### config.mk
export PLATFORM = sky130hd
export DESIGN_NAME = mips_mc_ctrl
export DESIGN_NICKNAME = d
export VERILOG_FILES = /design/src/rtl/mips_ctrl_pkg.sv /design/src/rtl/mips_ins_decode.sv /design/src/rtl/mips_mc_ctrl.sv
export SDC_FILE = /design/constraint.sdc
export NUM_CORES = 1
export LEC_CHECK = 0
export ABC_CLOCK_PERIOD_IN_PS = 1370
export BUFFER_PORTS_ARGS = -buffer_cell sky130_fd_sc_hd__buf_2
export CAP_MARGIN = 20
export CORE_MARGIN = 2
export CORE_UTILIZATION = 41
export DETAILED_ROUTE_END_ITERATION = 7
export PLACE_DENSITY_LB_ADDON = 0.12
export REMOVE_ABC_BUFFERS = 1
export SYNTH_ARGS = -nofsm -noshare
export SYNTH_HDL_FRONTEND = slang
export SYNTH_SLANG_ARGS = --single-unit
### constraint.sdc
create_clock -name clk -period 1.37 [get_ports clk]
set_input_delay 0.0685 -clock clk [delete_from_list [all_inputs] [get_ports clk]]
set_output_delay 0.0685 -clock clk [all_outputs]
set_load 0.01 [all_outputs]
### src/rtl/mips_ctrl_pkg.sv
// ---------------------------------------------------------------------------
// mips_ctrl_pkg: shared encodings for the multi-cycle MIPS controller. Rev 1.0
// ---------------------------------------------------------------------------
`default_nettype none

package mips_ctrl_pkg;

  typedef enum logic [2:0] {
    S_FETCH  = 3'd0,
    S_DECODE = 3'd1,
    S_EXEC   = 3'd2,
    S_MEM    = 3'd3,
    S_WB     = 3'd4,
    S_ERR    = 3'd5
  } state_t;

  localparam logic [5:0] OP_RTYPE = 6'b000000;
  localparam logic [5:0] OP_ORI   = 6'b001101;
  localparam logic [5:0] OP_LW    = 6'b100011;
  localparam logic [5:0] OP_SW    = 6'b101011;
  localparam logic [5:0] OP_BEQ   = 6'b000100;
  localparam logic [5:0] OP_LUI   = 6'b001111;
  localparam logic [5:0] OP_J     = 6'b000010;
  localparam logic [5:0] OP_JAL   = 6'b000011;

  localparam logic [5:0] FN_ADDU  = 6'b100001;
  localparam logic [5:0] FN_SUBU  = 6'b100011;
  localparam logic [5:0] FN_JR    = 6'b001000;

  localparam logic [1:0] NPC_PC4  = 2'b00;
  localparam logic [1:0] NPC_BR   = 2'b01;
  localparam logic [1:0] NPC_JMP  = 2'b10;
  localparam logic [1:0] NPC_RS   = 2'b11;

  localparam logic [2:0] ALU_ADD  = 3'b000;
  localparam logic [2:0] ALU_SUB  = 3'b001;
  localparam logic [2:0] ALU_OR   = 3'b010;
  localparam logic [2:0] ALU_LUI  = 3'b011;

  localparam logic [1:0] RD_RT    = 2'b00;
  localparam logic [1:0] RD_RD    = 2'b01;
  localparam logic [1:0] RD_RA    = 2'b10;

  localparam logic [1:0] WD_ALU   = 2'b00;
  localparam logic [1:0] WD_DM    = 2'b01;
  localparam logic [1:0] WD_PC    = 2'b10;

  typedef struct packed {
    logic addu;
    logic subu;
    logic jr;
    logic ori;
    logic lui;
    logic lw;
    logic sw;
    logic beq;
    logic j;
    logic jal;
  } ins_class_t;

endpackage

`default_nettype wire

### src/rtl/mips_ins_decode.sv
// ---------------------------------------------------------------------------
// mips_ins_decode: opcode/funct to one-hot instruction class. Rev 1.0
// ---------------------------------------------------------------------------
`default_nettype none

module mips_ins_decode
  import mips_ctrl_pkg::*;
(
  input  logic [5:0]  opcode,
  input  logic [5:0]  funct,
  output ins_class_t  cls,
  output logic        illegal
);

  always_comb begin
    cls = '0;
    case (opcode)
      OP_RTYPE: begin
        case (funct)
          FN_ADDU: cls.addu = 1'b1;
          FN_SUBU: cls.subu = 1'b1;
          FN_JR:   cls.jr   = 1'b1;
          default: ;
        endcase
      end
      OP_ORI:  cls.ori = 1'b1;
      OP_LUI:  cls.lui = 1'b1;
      OP_LW:   cls.lw  = 1'b1;
      OP_SW:   cls.sw  = 1'b1;
      OP_BEQ:  cls.beq = 1'b1;
      OP_J:    cls.j   = 1'b1;
      OP_JAL:  cls.jal = 1'b1;
      default: ;
    endcase
    illegal = (cls == '0);
  end

endmodule

`default_nettype wire

### src/rtl/mips_mc_ctrl.sv
// ---------------------------------------------------------------------------
// mips_mc_ctrl: multi-cycle MIPS main controller with memory wait timeout. Rev 1.0
// ---------------------------------------------------------------------------
`default_nettype none

module mips_mc_ctrl
  import mips_ctrl_pkg::*;
#(
  parameter int WAIT_LIMIT = 15,
  parameter int CNT_W      = 4
) (
  input  logic       clk,
  input  logic       reset,
  input  logic [5:0] opcode,
  input  logic [5:0] funct,
  input  logic       alu_zero,
  input  logic       imem_ready,
  input  logic       dmem_ready,
  output logic       imem_req,
  output logic       dmem_req,
  output logic       dmem_we,
  output logic       pc_we,
  output logic       ir_we,
  output logic       reg_we,
  output logic [1:0] npc_sel,
  output logic [2:0] alu_op,
  output logic       alu_src_b,
  output logic       ext_op,
  output logic [1:0] reg_dst,
  output logic [1:0] wd_sel,
  output logic       instr_done,
  output logic       illegal,
  output logic       bus_err,
  output logic [2:0] state
);

  state_t             r_state;
  state_t             w_next;
  logic [CNT_W-1:0]   r_wait_cnt;
  logic               w_waiting;
  logic               w_timeout;
  ins_class_t         w_cls;
  logic               w_illegal;

  mips_ins_decode u_decode (
    .opcode  (opcode),
    .funct   (funct),
    .cls     (w_cls),
    .illegal (w_illegal)
  );

  assign state     = r_state;
  assign w_waiting = ((r_state == S_FETCH) && !imem_ready) ||
                     ((r_state == S_MEM)   && !dmem_ready);

  generate
    if (WAIT_LIMIT == 0) begin : g_no_timeout
      assign w_timeout = 1'b0;
    end else begin : g_timeout
      assign w_timeout = w_waiting && (r_wait_cnt == CNT_W'(WAIT_LIMIT));
    end
  endgenerate

  always_ff @(posedge clk or negedge reset) begin
    if (!reset) begin
      r_state    <= S_FETCH;
      r_wait_cnt <= '0;
    end else begin
      r_state    <= w_next;
      r_wait_cnt <= (w_waiting && (w_next == r_state)) ? r_wait_cnt + CNT_W'(1) : '0;
    end
  end

  always_comb begin
    w_next     = r_state;
    imem_req   = 1'b0;
    dmem_req   = 1'b0;
    dmem_we    = 1'b0;
    pc_we      = 1'b0;
    ir_we      = 1'b0;
    reg_we     = 1'b0;
    npc_sel    = NPC_PC4;
    alu_op     = ALU_ADD;
    alu_src_b  = 1'b0;
    ext_op     = 1'b0;
    reg_dst    = RD_RT;
    wd_sel     = WD_ALU;
    instr_done = 1'b0;
    illegal    = 1'b0;
    bus_err    = 1'b0;

    // ALU controls stay stable from EXEC through WB so address/result hold.
    if ((r_state == S_EXEC) || (r_state == S_MEM) || (r_state == S_WB)) begin
      if (w_cls.subu || w_cls.beq) begin
        alu_op = ALU_SUB;
      end else if (w_cls.ori) begin
        alu_op    = ALU_OR;
        alu_src_b = 1'b1;
      end else if (w_cls.lui) begin
        alu_op    = ALU_LUI;
        alu_src_b = 1'b1;
      end else if (w_cls.lw || w_cls.sw) begin
        alu_src_b = 1'b1;
        ext_op    = 1'b1;
      end
    end

    case (r_state)
      S_FETCH: begin
        imem_req = 1'b1;
        if (imem_ready) begin
          ir_we  = 1'b1;
          pc_we  = 1'b1;
          w_next = S_DECODE;
        end
      end
      S_DECODE: begin
        if (w_illegal) begin
          illegal    = 1'b1;
          instr_done = 1'b1;
          w_next     = S_FETCH;
        end else begin
          w_next = S_EXEC;
        end
      end
      S_EXEC: begin
        if (w_cls.beq) begin
          pc_we      = alu_zero;
          npc_sel    = NPC_BR;
          instr_done = 1'b1;
          w_next     = S_FETCH;
        end else if (w_cls.j) begin
          pc_we      = 1'b1;
          npc_sel    = NPC_JMP;
          instr_done = 1'b1;
          w_next     = S_FETCH;
        end else if (w_cls.jr) begin
          pc_we      = 1'b1;
          npc_sel    = NPC_RS;
          instr_done = 1'b1;
          w_next     = S_FETCH;
        end else if (w_cls.jal) begin
          pc_we   = 1'b1;
          npc_sel = NPC_JMP;
          w_next  = S_WB;
        end else if (w_cls.lw || w_cls.sw) begin
          w_next = S_MEM;
        end else begin
          w_next = S_WB;
        end
      end
      S_MEM: begin
        dmem_req = 1'b1;
        dmem_we  = w_cls.sw;
        if (dmem_ready) begin
          if (w_cls.sw) begin
            instr_done = 1'b1;
            w_next     = S_FETCH;
          end else begin
            w_next = S_WB;
          end
        end
      end
      S_WB: begin
        reg_we     = 1'b1;
        instr_done = 1'b1;
        w_next     = S_FETCH;
        if (w_cls.addu || w_cls.subu) begin
          reg_dst = RD_RD;
        end else if (w_cls.lw) begin
          wd_sel = WD_DM;
        end else if (w_cls.jal) begin
          reg_dst = RD_RA;
          wd_sel  = WD_PC;
        end
      end
      S_ERR: begin
        bus_err = 1'b1;
      end
      default: begin
        w_next = S_ERR;
      end
    endcase

    if (w_timeout) begin
      w_next = S_ERR;
    end

    // Outputs fall silent the moment reset asserts, aborting any access.
    if (!reset) begin
      imem_req   = 1'b0;
      dmem_req   = 1'b0;
      dmem_we    = 1'b0;
      pc_we      = 1'b0;
      ir_we      = 1'b0;
      reg_we     = 1'b0;
      npc_sel    = NPC_PC4;
      alu_op     = ALU_ADD;
      alu_src_b  = 1'b0;
      ext_op     = 1'b0;
      reg_dst    = RD_RT;
      wd_sel     = WD_ALU;
      instr_done = 1'b0;
      illegal    = 1'b0;
      bus_err    = 1'b0;
    end
  end

endmodule

`default_nettype wire

== Yosys cells after proc, flatten, opt, wreduce, memory -nomap -nowiden ==
Cells that the tools add are included.

* Register bits after elaboration: 7
* Input bits: 17
* Output and inout bits: 23
* Logic and storage cells: 117

* $add $sub $neg: 1
* Equal/unequal tests: 17
* Muxes and demuxes: 82
* Reductions and logical operators: 15

{| class="wikitable"
|+ Operators by type and width
! cell !! count
|-
| 2-to-1 mux 1 bit || 48
|-
| 2-to-1 mux 2 bit || 18
|-
| 2-to-1 mux 3 bit || 12
|-
| equality test 6 bit, second input constant || 4
|-
| equality test 6 x 4 -> 1 bit, second input constant || 3
|-
| one-hot mux 3 bit (6 select lines) || 1
|-
| equality test 6 x 2 -> 1 bit, second input constant || 2
|-
| zero test 10 bit || 1
|-
| equality test 3 x 2 -> 1 bit, second input constant || 2
|-
| equality test 3 bit, second input constant || 2
|-
| equality test 6 x 3 -> 1 bit, second input constant || 1
|-
| zero test 6 bit || 1
|-
| logical OR 1 bit || 6
|-
| adder 4 x 1 -> 4 bit, second input constant || 1
|-
| equality test 4 bit, second input constant || 1
|-
| logical AND 1 bit || 4
|-
| 2-to-1 mux 4 bit || 1
|-
| one-hot mux 1 bit (4 select lines) || 1
|-
| equality test 3 x 1 -> 1 bit, second input constant || 1
|-
| equality test 3 bit || 1
|-
| zero test 3 bit || 1
|-
| zero test 1 bit || 2
|-
| one-hot mux 1 bit (2 select lines) || 1
|}

== Logic depth before layout (Yosys ltp) ==
* Depth in word-level cells: 13
* Mapped depth: 5
* Depth with buffers taken out: 5

== Hierarchy ==
Synthesis repeated with hierarchy kept, for this count alone.

* Cell total of the unflattened synthesis: 108
* Area, all modules: 918.4 um2

{| class="wikitable"
|+ By module, submodules not included
! module !! times used !! cells each !! area each (um2) !! seq. area each (um2)
|-
| mips_mc_ctrl || 1 || 80 || 716.9 || 175.2
|-
| mips_ins_decode || 1 || 28 || 201.4 || 0.0
|}

== Worst setup path before layout ==
Ideal clock, no wire load.

* Path type: register to output
* Start: register r_state[2] (netlist: state[2])
* End: output port alu_src_b
* Data arrival time: 1587 ps
* Required time: 1302 ps
* Slack: -286 ps
* Stages on the path, launching flop included: 6
* Path buffers: 1
* Cell sequence: dfrtp_1 -> clkbuf_1 -> nor3b_1 -> o21ai_0 -> a311o_1 -> a211oi_1

* Longest elaborated chain between the ends: 5
* Elaborated cells between the ends (all ways): 7
* Those cells by class: eq/ne (3); mux (2); reduce/logical (2)

{| class="wikitable"
|+ RTL lines
! item !! RTL line !! RTL
|-
| start, declared || mips_mc_ctrl.sv:37 || <nowiki>state_t r_state;</nowiki>
|-
| start signal, assigned || mips_mc_ctrl.sv:69 || <nowiki>r_state <= w_next;</nowiki>
|-
| equality test 3 x 2 -> 1 bit || mips_mc_ctrl.sv:93 || <nowiki>if ((r_state == S_EXEC) || (r_state == S_MEM) || (r_state == S_WB)) begin</nowiki>
|-
| logical OR 1 bit || mips_mc_ctrl.sv:93 ||
|-
| logical OR 1 bit (*) || mips_mc_ctrl.sv:93 ||
|-
| 2-to-1 mux 1 bit (*) || mips_mc_ctrl.sv:93 ||
|-
| 2-to-1 mux 1 bit (*) || mips_mc_ctrl.sv:190 || <nowiki>if (!reset) begin</nowiki>
|-
| end, declared || mips_mc_ctrl.sv:27 || <nowiki>output logic alu_src_b,</nowiki>
|}

Mark *: on every way between the ends. The rest lies on a longest branch, timed or not.

== Worst setup path in the final report ==
* Start: register r_state[2] (netlist: state[2])
* End: output port dmem_we

* Longest elaborated chain between the ends: 3

{| class="wikitable"
|+ RTL lines
! item !! RTL line !! RTL
|-
| equality test 3 x 2 -> 1 bit || mips_mc_ctrl.sv:108 || <nowiki>case (r_state)</nowiki>
|-
| 2-to-1 mux 1 bit || mips_mc_ctrl.sv:108 ||
|-
| 2-to-1 mux 1 bit || mips_mc_ctrl.sv:190 ||
|-
| end, declared || mips_mc_ctrl.sv:21 || <nowiki>output logic dmem_we,</nowiki>
|}

Every way passes these cells.

==> results by group <==
Clocking
  – Total CTS buffers: 3
  – Clock Path Buffers: 2
  – Clk_lat worst skew: 0.25 ns
  – CTS tree: done
  – CTS root buf: clkbuf_4
  – Clk sinks: 7
  – Clock transition at path regs: around 0.050 ns
  – # H-tree levels: 1

Synthesis
  – Post-synth EDFFs: 0
  – Main synth FF type: dfrtp_1
  – Asr flop ratio synth: 100%
  – Top cells by area, synth: dfrtp_1, nor2_1, a311o_1
  – Seq/Total Area, Yosys: 21.0%
  – Synth Cell Area: 836 um2
  – Syn Inst Count: 109
  – Number of library cell types mapped by synthesis: between 40 and 50
  – Yosys reg bits: 7
  – Synth Warn #: 0
  – Post-synthesis average cell area: 7.67 um2
  – Synth top area share: about a fifth
  – Yosys top cell by area: dfrtp_1

Timing
  – Setup violators final: 25
  – Worst Slack Setup Final: -0.399 ns
  – Fin crit share: 129%
  – Clk_skew: 0.00654 ns
  – Max Clock Freq: 0.565 GHz
  – RSZ-0062 raised after global routing: true
  – Final hold vios: 0
  – Final Critical Period: 1.77 ns
  – Slew Viols, Final: 0
  – Worst hold margin: 0.269 ns

Die
  – Die H: 49.2 um
  – Die ar.: 2420 um2
  – Chip Width: 49.2 um
  – Starting density of the core: 43.0%
  – # IOs: 40
  – Core ar.: approximately 2000 um2
  – Num rows: 16

Power
  – Pleak: roughly 0.00077 uW
  – VDD IR max: between 700 and 800 uV
  – Power per cell area: 771 nW/um2

GRT
  – Congestion Overflow GR: 0
  – Initial antenna violation count: 0
  – First-pass GRT wire length: 5220 um
  – Pin count of the biggest net entering global routing: 10
  – Vias in the first global route: 1189
  – GRT Total Usage: 27.0%

Placement
  – Placed Area: 1290 um2
  – DP HPWL: 2150 um
  – Dpl cells: between 200 and 250
  – IO buf count: 38
  – Final GP Congestion: 0.868

Drt
  – Vias per cell: 5.58
  – Final wirelength: 3320 um
  – DR WL/cell: 15.4 um
  – Initial DRT Pass Iterations: 4
  – DR vias: 1206
  – DRC Markers: 0
  – Antenna viol nets, final: 0
  – DR iter-0 viols: 15

Finish
  – Design area: 1580 um2
  – Layout Nets: 208
  – Share of post-route cells with drive strength above 1: 61.9%
  – Utilization after layout: 81.3%
  – Layout area overhead: 88.8%
  – Fill cell count: roughly 150
  – Number of diodes: 0
  – Final Non-Filler Cells: 216

Run status
  – Failing checks: setup timing
  – Outcome: finished with violations

Min path
  – Worst hold path class: primary input to asynchronous set/reset pin

Job
  – Max-cap check violation count: 0

Worst setup path
  – Setup crit start kind: flip-flop
  – Register-to-Register Path Depth: 5
  – Critical path class: flip-flop to output pin
  – Worst EP arrival: around 1.7 ns
  – CP endpoint kind: output pin
  – Worst-path maximum fanout: 7
  – Worst EP required: around 1.3 ns
## power by group
part           internal (uW)  switching [uW]
clock network            111            69.9
registers                244            39.0
logic                    400             353
## per-layer routing
metal / wire (um) / GRT usage [%] / vias to the layer above
met5: 0 / 0 / -
met4: 68 / 6.19 / 0
met3: 130 / 4.91 / 8
met2: 1840 / 51.1 / 35
met1: 1280 / 31.0 / 589
li1: - / - / 574
## cells by family (layout without fill, tap and decap cells)
group           count (synthesis)  count (layout)  synth area share (%)
fa+ha+maj                       1               1                  1.50
xor+xnor                        2               2                  2.10
buf+inv                        13              93                  8.08
other cells                     1               1                 0.449
compound gates                 26              26                  25.3
simple gates                   59              59                  41.6
flops                           7               7                  21.0
## cells in the mapped netlist, drive strengths merged (2+ instances only)
cell / number
nand2b: 4
and3: 3
nor4: 4
o21ai: 2
dfrtp: 7
nor3: 7
a211oi: 3
a21oi: 5
a311o: 4
nand3b: 3
nor2b: 4
buf: 4
nand2: 3
inv: 5
nor2: 13
and2: 2
clkbuf: 4
or4: 2
nand3: 4
or4b: 2
nor3b: 4
## worst max-delay path, stage by stage, from the launching register on
cell and delay (ns):
dfrtp_1 0.43, buf_6 0.16, nor2b_2 0.22, buf_4 0.16, and3_1 0.19, and3_2 0.18
buf_2 0.12
## layout make-up
type	instances	area [um2]	share of cell area, %
well taps	27	33.8	2.14
flip-flops and latches	7	178	11.3
repair buffers	84	573	36.3
multi-input cells	89	748	47.4
inverters	5	18.8	1.19
clock buffers	4	26.3	1.67
## placed cells by master, fill, tap and decap left out, drive strengths merged, types with 2 or more instances in the layout
master | Yosys | layout
o21ai | 2 | 2
nand3b | 3 | 3
nor3 | 7 | 7
nor2b | 4 | 4
nor3b | 4 | 4
a211oi | 3 | 3
nand2b | 4 | 4
nor4 | 4 | 4
a311o | 4 | 4
nor2 | 13 | 13
dfrtp | 7 | 7
a21oi | 5 | 5
and2 | 2 | 2
buf | 4 | 83
or4b | 2 | 2
nand3 | 4 | 4
clkbuf | 4 | 4
or4 | 2 | 2
and3 | 3 | 3
nand2 | 3 | 3
inv | 5 | 5
## per-stage QoR
step	setup TNS, ns	total power, uW	worst slack (ns)
floorplan	-0.873	512	-0.213
global placement	-2.76	784	-0.329
detailed placement	-3.10	796	-0.340
CTS	-4.22	1070	-0.340
global route	-7.35	1300	-0.442
finish	-5.85	1220	-0.399
## timing repair
action | CTS | global route
setup buffers | 4 | 4
hold buffers | 1 | 0
gates resized for setup | 25 | 19
endpoints found under the hold margin | 7 | 0
setup endpoints to repair | 25 | 25
pin swaps | 10 | 5
## final timing paths
kind	to	startpoint	slack, ns
worst max-delay path	dmem_we	state[2]	-0.40
worst min-delay path	state[2]	reset	0.27
worst max register to register	state[2]	state[0]	-0.29
worst min register to register	r_wait_cnt[0]	r_wait_cnt[0]	0.53
max in group asynchronous	state[0]	reset	0.78
min in group clk	state[0]	imem_ready	0.27
## flip-flops by register name (all words and copies together) (netlist names)
name / count
r_wait_cnt: 4
state: 3
Power figures use the tool's default switching activity.
